[src/rtl/uart_cmd_parser.sv]
// uart_cmd_parser: turns ASCII lines from a UART RX FIFO into register bus
// accesses and writes ASCII replies into the TX FIFO.
//   "Raa\r"   -> reg_re at aa, reply "dd\r\n"
//   "Waadd\r" -> reg_we at aa with dd, reply "OK\r\n"
//   malformed -> reply "ER\r\n"
// Optional build macro UART_CMD_PARSER_ECHO_EN echoes every consumed byte
// into the TX FIFO in the cycle it is popped (pops then wait for tx_busy low).
module uart_cmd_parser #(
   parameter int MAX_LINE       = 8,
   parameter int TIMEOUT_CYCLES = 27000000
) (
   input  logic       clock,
   input  logic       reset,
   input  logic       rx_fifo_empty,
   input  logic [7:0] rx_fifo_data_out,
   output logic       rx_fifo_read_en,
   output logic [7:0] tx_fifo_data_in,
   output logic       tx_fifo_write_en,
   input  logic       tx_busy,
   output logic [7:0] reg_addr,
   output logic [7:0] reg_wdata,
   output logic       reg_we,
   output logic       reg_re,
   input  logic [7:0] reg_rdata,
   output logic       busy
);

   typedef enum logic [2:0] {IDLE, COLLECT, EXEC, RD_WAIT, RESP} state_t;

   // Line length saturates one past the limit; that is enough to flag overflow.
   localparam int               LEN_W   = $clog2(MAX_LINE + 2);
   localparam logic [LEN_W-1:0] LEN_SAT = LEN_W'(MAX_LINE + 1);
   localparam logic [LEN_W-1:0] LEN_LIM = LEN_W'(MAX_LINE);
   localparam logic [LEN_W-1:0] LEN_ONE = LEN_W'(1);
   localparam logic [31:0]      TMO_LAST = 32'(TIMEOUT_CYCLES - 1);

   state_t            state, state_next;
   logic [15:0]       nib;
   logic [3:0]        nib_cnt;
   logic [LEN_W-1:0]  len;
   logic              err;
   logic              is_w;
   logic              gap;
   logic [31:0]       idle_cnt;
   logic [3:0][7:0]   resp;
   logic [1:0]        resp_idx;
   logic [7:0]        addr_q;
   logic [7:0]        wdata_q;

   logic              take;
   logic              term;
   logic              send;
   logic              timed_out;
   logic              exec_wr;
   logic              exec_rd;
   logic              last_byte;
   logic [7:0]        ch;

   function automatic logic is_hex(input logic [7:0] c);
      return (c >= 8'h30 && c <= 8'h39) || (c >= 8'h41 && c <= 8'h46) ||
             (c >= 8'h61 && c <= 8'h66);
   endfunction

   function automatic logic [3:0] hex_val(input logic [7:0] c);
      logic [7:0] v;
      if (c <= 8'h39)      v = c - 8'h30;
      else if (c <= 8'h46) v = c - 8'h37;
      else                 v = c - 8'h57;
      return v[3:0];
   endfunction

   function automatic logic [7:0] hex_chr(input logic [3:0] v);
      return (v < 4'd10) ? {4'h3, v} : (8'h37 + {4'h0, v});
   endfunction

   assign ch        = rx_fifo_data_out;
   assign term      = (ch == 8'h0D) || (ch == 8'h0A);
   assign exec_wr   = is_w && (nib_cnt == 4'd4) && !err;
   assign exec_rd   = !is_w && (nib_cnt == 4'd2) && !err;
   assign send      = !reset && (state == RESP) && !tx_busy;
   assign last_byte = send && (resp_idx == 2'd3);
   assign timed_out = (TIMEOUT_CYCLES != 0) && (state == COLLECT) && !take &&
                      (idle_cnt == TMO_LAST);

   // A pop needs a byte, a collecting state and the spacer cycle after the previous pop.
`ifdef UART_CMD_PARSER_ECHO_EN
   assign take = !reset && ((state == IDLE) || (state == COLLECT)) &&
                 !rx_fifo_empty && !gap && !tx_busy;
`else
   assign take = !reset && ((state == IDLE) || (state == COLLECT)) &&
                 !rx_fifo_empty && !gap;
`endif

   // State register.
   always_ff @(posedge clock) begin
      if (reset) state <= IDLE;
      else       state <= state_next;
   end

   // Next-state decode.
   always_comb begin
      state_next = state;
      case (state)
         IDLE, COLLECT: begin
            if (take) begin
               if (term) state_next = (len == '0) ? IDLE : EXEC;
               else      state_next = COLLECT;
            end else if (timed_out) begin
               state_next = IDLE;
            end
         end
         EXEC:    state_next = exec_rd ? RD_WAIT : RESP;
         RD_WAIT: state_next = RESP;
         RESP:    if (last_byte) state_next = IDLE;
         default: state_next = IDLE;
      endcase
   end

   // Output decode; everything is forced low while reset is high.
   always_comb begin
      rx_fifo_read_en  = take;
      tx_fifo_write_en = 1'b0;
      tx_fifo_data_in  = 8'h00;
      reg_we           = 1'b0;
      reg_re           = 1'b0;
      reg_addr         = addr_q;
      reg_wdata        = wdata_q;
      busy             = 1'b0;
      if (reset) begin
         reg_addr  = 8'h00;
         reg_wdata = 8'h00;
      end else begin
         busy = (state == EXEC) || (state == RD_WAIT) || (state == RESP);
         if (state == EXEC && exec_wr) begin
            reg_we    = 1'b1;
            reg_addr  = nib[15:8];
            reg_wdata = nib[7:0];
         end
         if (state == EXEC && exec_rd) begin
            reg_re   = 1'b1;
            reg_addr = nib[7:0];
         end
         if (send) begin
            tx_fifo_write_en = 1'b1;
            tx_fifo_data_in  = resp[resp_idx];
         end
`ifdef UART_CMD_PARSER_ECHO_EN
         if (take) begin
            tx_fifo_write_en = 1'b1;
            tx_fifo_data_in  = ch;
         end
`endif
      end
   end

   // Line parsing, timeout, bus hold registers and reply queue.
   always_ff @(posedge clock) begin
      if (reset) begin
         nib      <= '0;
         nib_cnt  <= '0;
         len      <= '0;
         err      <= 1'b0;
         is_w     <= 1'b0;
         gap      <= 1'b0;
         idle_cnt <= '0;
         resp     <= '0;
         resp_idx <= '0;
         addr_q   <= '0;
         wdata_q  <= '0;
      end else begin
         gap <= take;

         if (state == COLLECT && !take) idle_cnt <= idle_cnt + 32'd1;
         else                           idle_cnt <= '0;

         if (take && !term) begin
            if (len != LEN_SAT) len <= len + LEN_ONE;
            if (len == '0) begin
               if (ch == "R" || ch == "r")      is_w <= 1'b0;
               else if (ch == "W" || ch == "w") is_w <= 1'b1;
               else                             err  <= 1'b1;
            end else if (len >= LEN_LIM || !is_hex(ch)) begin
               err <= 1'b1;
            end else if (!err) begin
               nib <= {nib[11:0], hex_val(ch)};
               if (nib_cnt != 4'd15) nib_cnt <= nib_cnt + 4'd1;
            end
         end

         if (state == EXEC) begin
            resp_idx <= '0;
            if (exec_wr) begin
               addr_q  <= nib[15:8];
               wdata_q <= nib[7:0];
               resp    <= {8'h0A, 8'h0D, "K", "O"};
            end else if (exec_rd) begin
               addr_q  <= nib[7:0];
            end else begin
               resp    <= {8'h0A, 8'h0D, "R", "E"};
            end
         end

         if (state == RD_WAIT)
            resp <= {8'h0A, 8'h0D, hex_chr(reg_rdata[3:0]), hex_chr(reg_rdata[7:4])};

         if (send) resp_idx <= resp_idx + 2'd1;

         if (timed_out || last_byte) begin
            nib     <= '0;
            nib_cnt <= '0;
            len     <= '0;
            err     <= 1'b0;
            is_w    <= 1'b0;
         end
      end
   end

endmodule

[config.mk]
export PLATFORM = sky130hd
export DESIGN_NAME = uart_cmd_parser
export DESIGN_NICKNAME = d
export VERILOG_FILES = /design/src/rtl/uart_cmd_parser.sv
export SDC_FILE = /design/constraint.sdc
export NUM_CORES = 1
export LEC_CHECK = 0
export ABC_AREA = 1
export BUFFER_PORTS_ARGS = -buffer_cell sky130_fd_sc_hd__buf_2
export CAP_MARGIN = 20
export CORE_UTILIZATION = 65
export CTS_BUF_LIST = sky130_fd_sc_hd__clkbuf_4 sky130_fd_sc_hd__clkbuf_8
export DETAILED_ROUTE_END_ITERATION = 16
export GPL_TIMING_DRIVEN = 0
export PLACE_DENSITY = 0.91
export SKIP_CTS_REPAIR_TIMING = 1
export SYNTH_ARGS = -nofsm -noshare
export SYNTH_HDL_FRONTEND = slang
export SYNTH_SLANG_ARGS = --single-unit
[constraint.sdc]
create_clock -name clock -period 3.93 [get_ports clock]
set_input_delay 0.5895 -clock clock [delete_from_list [all_inputs] [get_ports clock]]
set_output_delay 0.5895 -clock clock [all_outputs]
set_load 0.05 [all_outputs]
* Yosys cells after proc, flatten, opt, wreduce, memory -nomap -nowiden
Cells that the tools add are included.
** Storage, ports and cells
- Bits in latches :: 0
- Bits of input ports :: 20
- RAM bits :: 0
- Memories kept :: 0
- Flip-flop bits (word level) :: 112
- Output and inout bits :: 29
- Memory bits (read-only) :: 0
** Operators by class
- Order comparisons :: 10
- Bitwise gates (word level) :: 4
- Eq/ne operators :: 22
- Mux-type cells :: 41
- Multiply operators :: 0
- $add $sub $neg :: 9
- Div/mod/pow operators :: 0
- Reductions and logical operators :: 58
- Shift-type cells :: 0
** Operators with widths (number)
- 2-to-1 mux 8 bit :: 10
- 2-to-1 mux 32 bit :: 2
- 2-to-1 mux 28 bit :: 2
- adder 32 x 1 -> 32 bit (second input constant) :: 1
- equality test 32 x 25 -> 1 bit (second input constant) :: 1
- equality test 8 x 7 -> 1 bit (second input constant) :: 4
- logical AND 1 bit :: 18
- binary-select mux 8 bit (select 2 bit) :: 1
- equality test 8 x 4 -> 1 bit (second input constant) :: 2
- greater-or-equal comparator 8 x 7 -> 1 bit (second input constant) :: 2
- <= comparator 8 x 7 -> 1 bit (second input constant) :: 2
- adder 6 x 4 -> 7 bit (first input constant) :: 2
- 2-to-1 mux 7 bit :: 2
- 2-to-1 mux 1 bit :: 13
- 2-to-1 mux 3 bit :: 4
- case mux 3 bit (4 select lines) :: 1
- AND reduction 2 bit :: 6
- logical OR 1 bit :: 10
- nonzero test 2 bit :: 5
- zero test 1 bit :: 9
- adder 4 x 1 -> 4 bit (second input constant) :: 2
- greater-or-equal comparator 8 x 6 -> 1 bit (second input constant) :: 1
- <= comparator 8 x 6 -> 1 bit (second input constant) :: 1
- < comparator 4 bit (second input constant) :: 2
- other kinds (24) :: 41

* Longest topological paths before layout
- Word-level depth :: 11
- Gate-level depth with buffers :: 11

* Worst setup path after synthesis
OpenSTA, ideal clock, no wires.
- Path type :: input -> output
- From :: input reset
- To :: output tx_fifo_data_in[1]
- Path buffers :: 1
- Stages on the path :: 4
- Path slack :: 1.097 ns
- Arrival time :: 2.244 ns
- Cells stage by stage :: buf_2 -> nor2_1 -> nand2_4 -> a311oi_1
** On the way
- Longest elaborated chain between the ends :: 5
** Ends and longest elaborated chain
- from (decl) :: RTL line 13 : input logic reset,
- zero test 1 bit :: RTL line 80 : assign send = !reset && (state == RESP) && !tx_busy;
- logical AND 1 bit (2 in a row) :: RTL line 80
- 2-to-1 mux 8 bit :: RTL line 143 : if (send) begin
- 2-to-1 mux 8 bit (*) :: RTL line 129 : if (reset) begin
- to (decl) :: RTL line 17 : output logic [7:0] tx_fifo_data_in,
Mark *: on every way between the ends. The rest lies on a longest branch, timed or not.

* Worst setup path after layout
- From :: register nib_cnt[0]
- To :: output reg_addr[0]
** On the way
- Longest elaborated chain between the ends :: 7
- Elaborated cells on any way between the ends :: 11
- Those cells by class :: eq/ne: 2; mux: 3; reduce/logical: 6
** Ends and longest elaborated chain
- from (decl) :: RTL line 39 : logic [3:0] nib_cnt;
- from (signal assigned) :: RTL line 186 : if (nib_cnt != 4'd15) nib_cnt <= nib_cnt + 4'd1;
- equality test 4 x 3 -> 1 bit :: RTL line 78 : assign exec_wr = is_w && (nib_cnt == 4'd4) && !err;
- logical AND 1 bit (2 in a row) :: RTL line 78
- logical AND 1 bit :: RTL line 134 : if (state == EXEC && exec_wr) begin
- 2-to-1 mux 8 bit :: RTL line 134
- 2-to-1 mux 8 bit (*) :: RTL line 139 : if (state == EXEC && exec_rd) begin
- 2-to-1 mux 8 bit (*) :: RTL line 129
- to (decl) :: RTL line 20 : output logic [7:0] reg_addr,
Marks and branches as above.

==> out/metrics.yaml <==
yosys:
  synth_cell_type_count: 46
  syn_nets: 756
  synth_area_leader_cell: "dfxtp_1"
  synthArstFlopShare: 0
  synth_seq_area_share: 0.382
  avgSynthCellArea_sq_um: 6.90
  synthesis.area_sq_um: 4980
  synth-main-ff-cell: "dfxtp_1"
  synth.most_common_cell: "nand2_1"
  synth-edff-count: 0
  synth.top_cell.area_share: 0.382
  ys_ff_latch: 95
  synth_warnings: 0
  yosys-top-cells-count: "nand2_1, nor2_1, dfxtp_1"
  postSynthCellCount: 722
  ys_top_cells_by_area: "dfxtp_1, nand2_1, nor2_1"
placement:
  port_buffers: 47
  dp_cells: 868
  dp_hpwl_mm: 9.00
  pre_cts_ws_ns: 1.32
  gp_congestion: 0.932
timing:
  setup_slack_ns: 0.863
  setup_viol: 0
  whs_ns: 0.459
  fin_skew_ns: 0.0104
  hold_viol: 0
  min_period_over_period: 0.780
  maxSlewViolCount: 0
  min_period_ns: 3.07
  slew_headroom: 0.592
  tightest_slew_ns: 0.609
  fin_setup_tns_ns: 0
  max_freq_mhz: 326
  rsz0062_at_grt: "false"
status:
  outcome: "finished clean"
cells_and_area:
  layout.nets: 814
  multi_input_comb_area_sq_um: 2660
  antenna_cells: 0
  area_growth_pct: 10.9
  register_area_sq_um: 1900
  finalNonFillerCells: 884
  drive_above_1_share: 0.131
  filler_cell_count: 556
setup_path:
  cp_max_fo: 8
  required_ns: 3.34
  r2r_slack_ns: 2.06
  critical_path_class: "reg -> out"
  startpoint_type: "flop"
  reg2reg_depth: 7
  r2r-end: "addr_q[1]"
  worstSetupEndpointType: "output pin"
  crit_arrival_ns: 2.48
  r2r_start: "nib_cnt[0]"
floorplanning:
  die_y_microns: 89.5
  start_util: 0.679
  die_area_sq_um: 8010
  fp-row-count: 31
  core_area_sq_um: 7330
  ios: 49
  die_x_microns: 89.5
job:
  maxCapViolations: 0
clock_tree:
  cts-buffers-inserted: 9
  tritoncts: "yes"
  clk_pin_slew_worst_paths_ns: 0.09
  cts_buffer_depth: 2
  cts.sink_count: 95
  clock_latency_ns: 0.37
  cts-root-buf: "clkbuf_8"
  htreeDepth: 3
global_route:
  grt_usage: 0.304
  grt_max_degree: 18
  grt_pass1_vias: 4372
  antenna_found_initial: 0
  grt_overflow_total: 0
  grt_pass1_wl_mm: 18.7
detailed_routing:
  wl_per_cell_microns: 13.6
  drtPass1Iterations: 5
  ant_nets: 0
  dr_wl_met3_microns: 864
  wl_met2_mm: 5.91
  wl_met1_mm: 5.06
  drt-vias-per-instance: 5.72
  drcViolationCount: 0
  highest_layer: "met4"
  drtIter0Drc: 355
  vias: 5060
  totalWireLength_mm: 12.1
worst_hold_path:
  hold_path_depth: 1
  holdPathEnd: "idle_cnt[0]"
  worstHoldStart: "idle_cnt[0]"
  hold_class: "reg -> reg"
power:
  ir_worst_vdd_mv: 0.274
  p_leak_nw: 2.27
  power.density_nw_per_um2: 312
==> per-layer routing <==
| layer | global-route usage | up-vias |
|---|---|---|
| met4 | 0.150 | 0 |
| met2 | 0.525 | 212 |
| li1 | - | 2520 |
| met1 | 0.363 | 2301 |
| met5 | 0 | - |
| met3 | 0.0572 | 27 |
==> placed cells by master (no fill, tap or decap), types with 2 or more instances in the layout <==
master      n
o211ai_1    3
nand3_2     5
clkinv_4    2
nand3_1    40
o21a_1      2
ha_1       14
nand2_2     4
buf_2      55
inv_6       3
nand3b_1    3
clkbuf_1    7
inv_2       5
nand2_1   148
nor2_1     96
clkbuf_8    9
o21ai_0    48
a31oi_1    23
nand4_1    10
a21oi_1    46
xor2_1      7
o21ai_1     5
or2_2       4
inv_1      75
and3_1      2
dfxtp_1    95
nor3_1     40
nor2_2      2
nor2_4      2
nor3b_1     6
buf_4       2
a211oi_1    2
==> stage by stage <==
step	cell area, sq um	utilization	power (mW)
6_report	5520	0.753	1.72
3_3_place_gp	5340	0.728	1.13
3_5_place_dp	5340	0.728	1.13
4_1_cts	5520	0.753	1.72
5_1_grt	5520	0.753	1.78
2_1_floorplan	4980	-	1.09
==> registers in the layout, summed over array words and instances (netlist names) <==
register,cells
state,3
addr_q,8
resp_idx,2
nib,16
wdata_q,8
resp,15
idle_cnt,32
err,1
gap,1
len,4
is_w,1
nib_cnt,4
==> critical path, stage by stage, from the launching register on <==
cell and delay, ns:
dfxtp_1 0.39, inv_1 0.10, ha_1 0.20, nand4_1 0.16
nor2_2 0.11, nor2_1 0.49, nand2_1 0.15, a31oi_1 0.20
buf_2 0.30
==> worst max path at each step <==
stage	depth (start not counted)	slack, ns	start	end
2_1_floorplan	4	1.10	reset	tx_fifo_data_in[1]
3_3_place_gp	8	1.31	nib_cnt[0]	reg_addr[5]
3_5_place_dp	8	1.32	nib_cnt[0]	reg_addr[0]
4_1_cts	8	0.89	nib_cnt[0]	reg_addr[0]
5_1_grt	8	0.70	nib_cnt[0]	reg_addr[0]
6_report	8	0.86	nib_cnt[0]	reg_addr[0]
==> cells by family (layout without fill, tap and decap cells) <==
kind of cell,Yosys count,after routing,synth area share
compound gates,137,137,0.154
xor+xnor,8,8,0.0141
fa+ha+maj,14,14,0.0352
buf+inv,101,164,0.0839
flops,95,95,0.382
other cells,1,1,0.000753
simple gates,366,366,0.330
==> report_power, final <==
part | internal [mW] | total (mW) | switching [mW]
sequential | 0.970 | 0.979 | 0.00920
combinational | 0.0420 | 0.133 | 0.0908
clock | 0.246 | 0.611 | 0.365
==> layout make-up <==
cell class / count / area share
sequential: 95 / 0.345
multi-input combinational: 526 / 0.482
clock inverter: 6 / 0.00929
clock buffer: 10 / 0.0238
tap: 99 / 0.0224
timing repair buffer: 47 / 0.0426
buffer: 20 / 0.0202
inverter: 81 / 0.0555
Power figures use the tool's default switching activity.
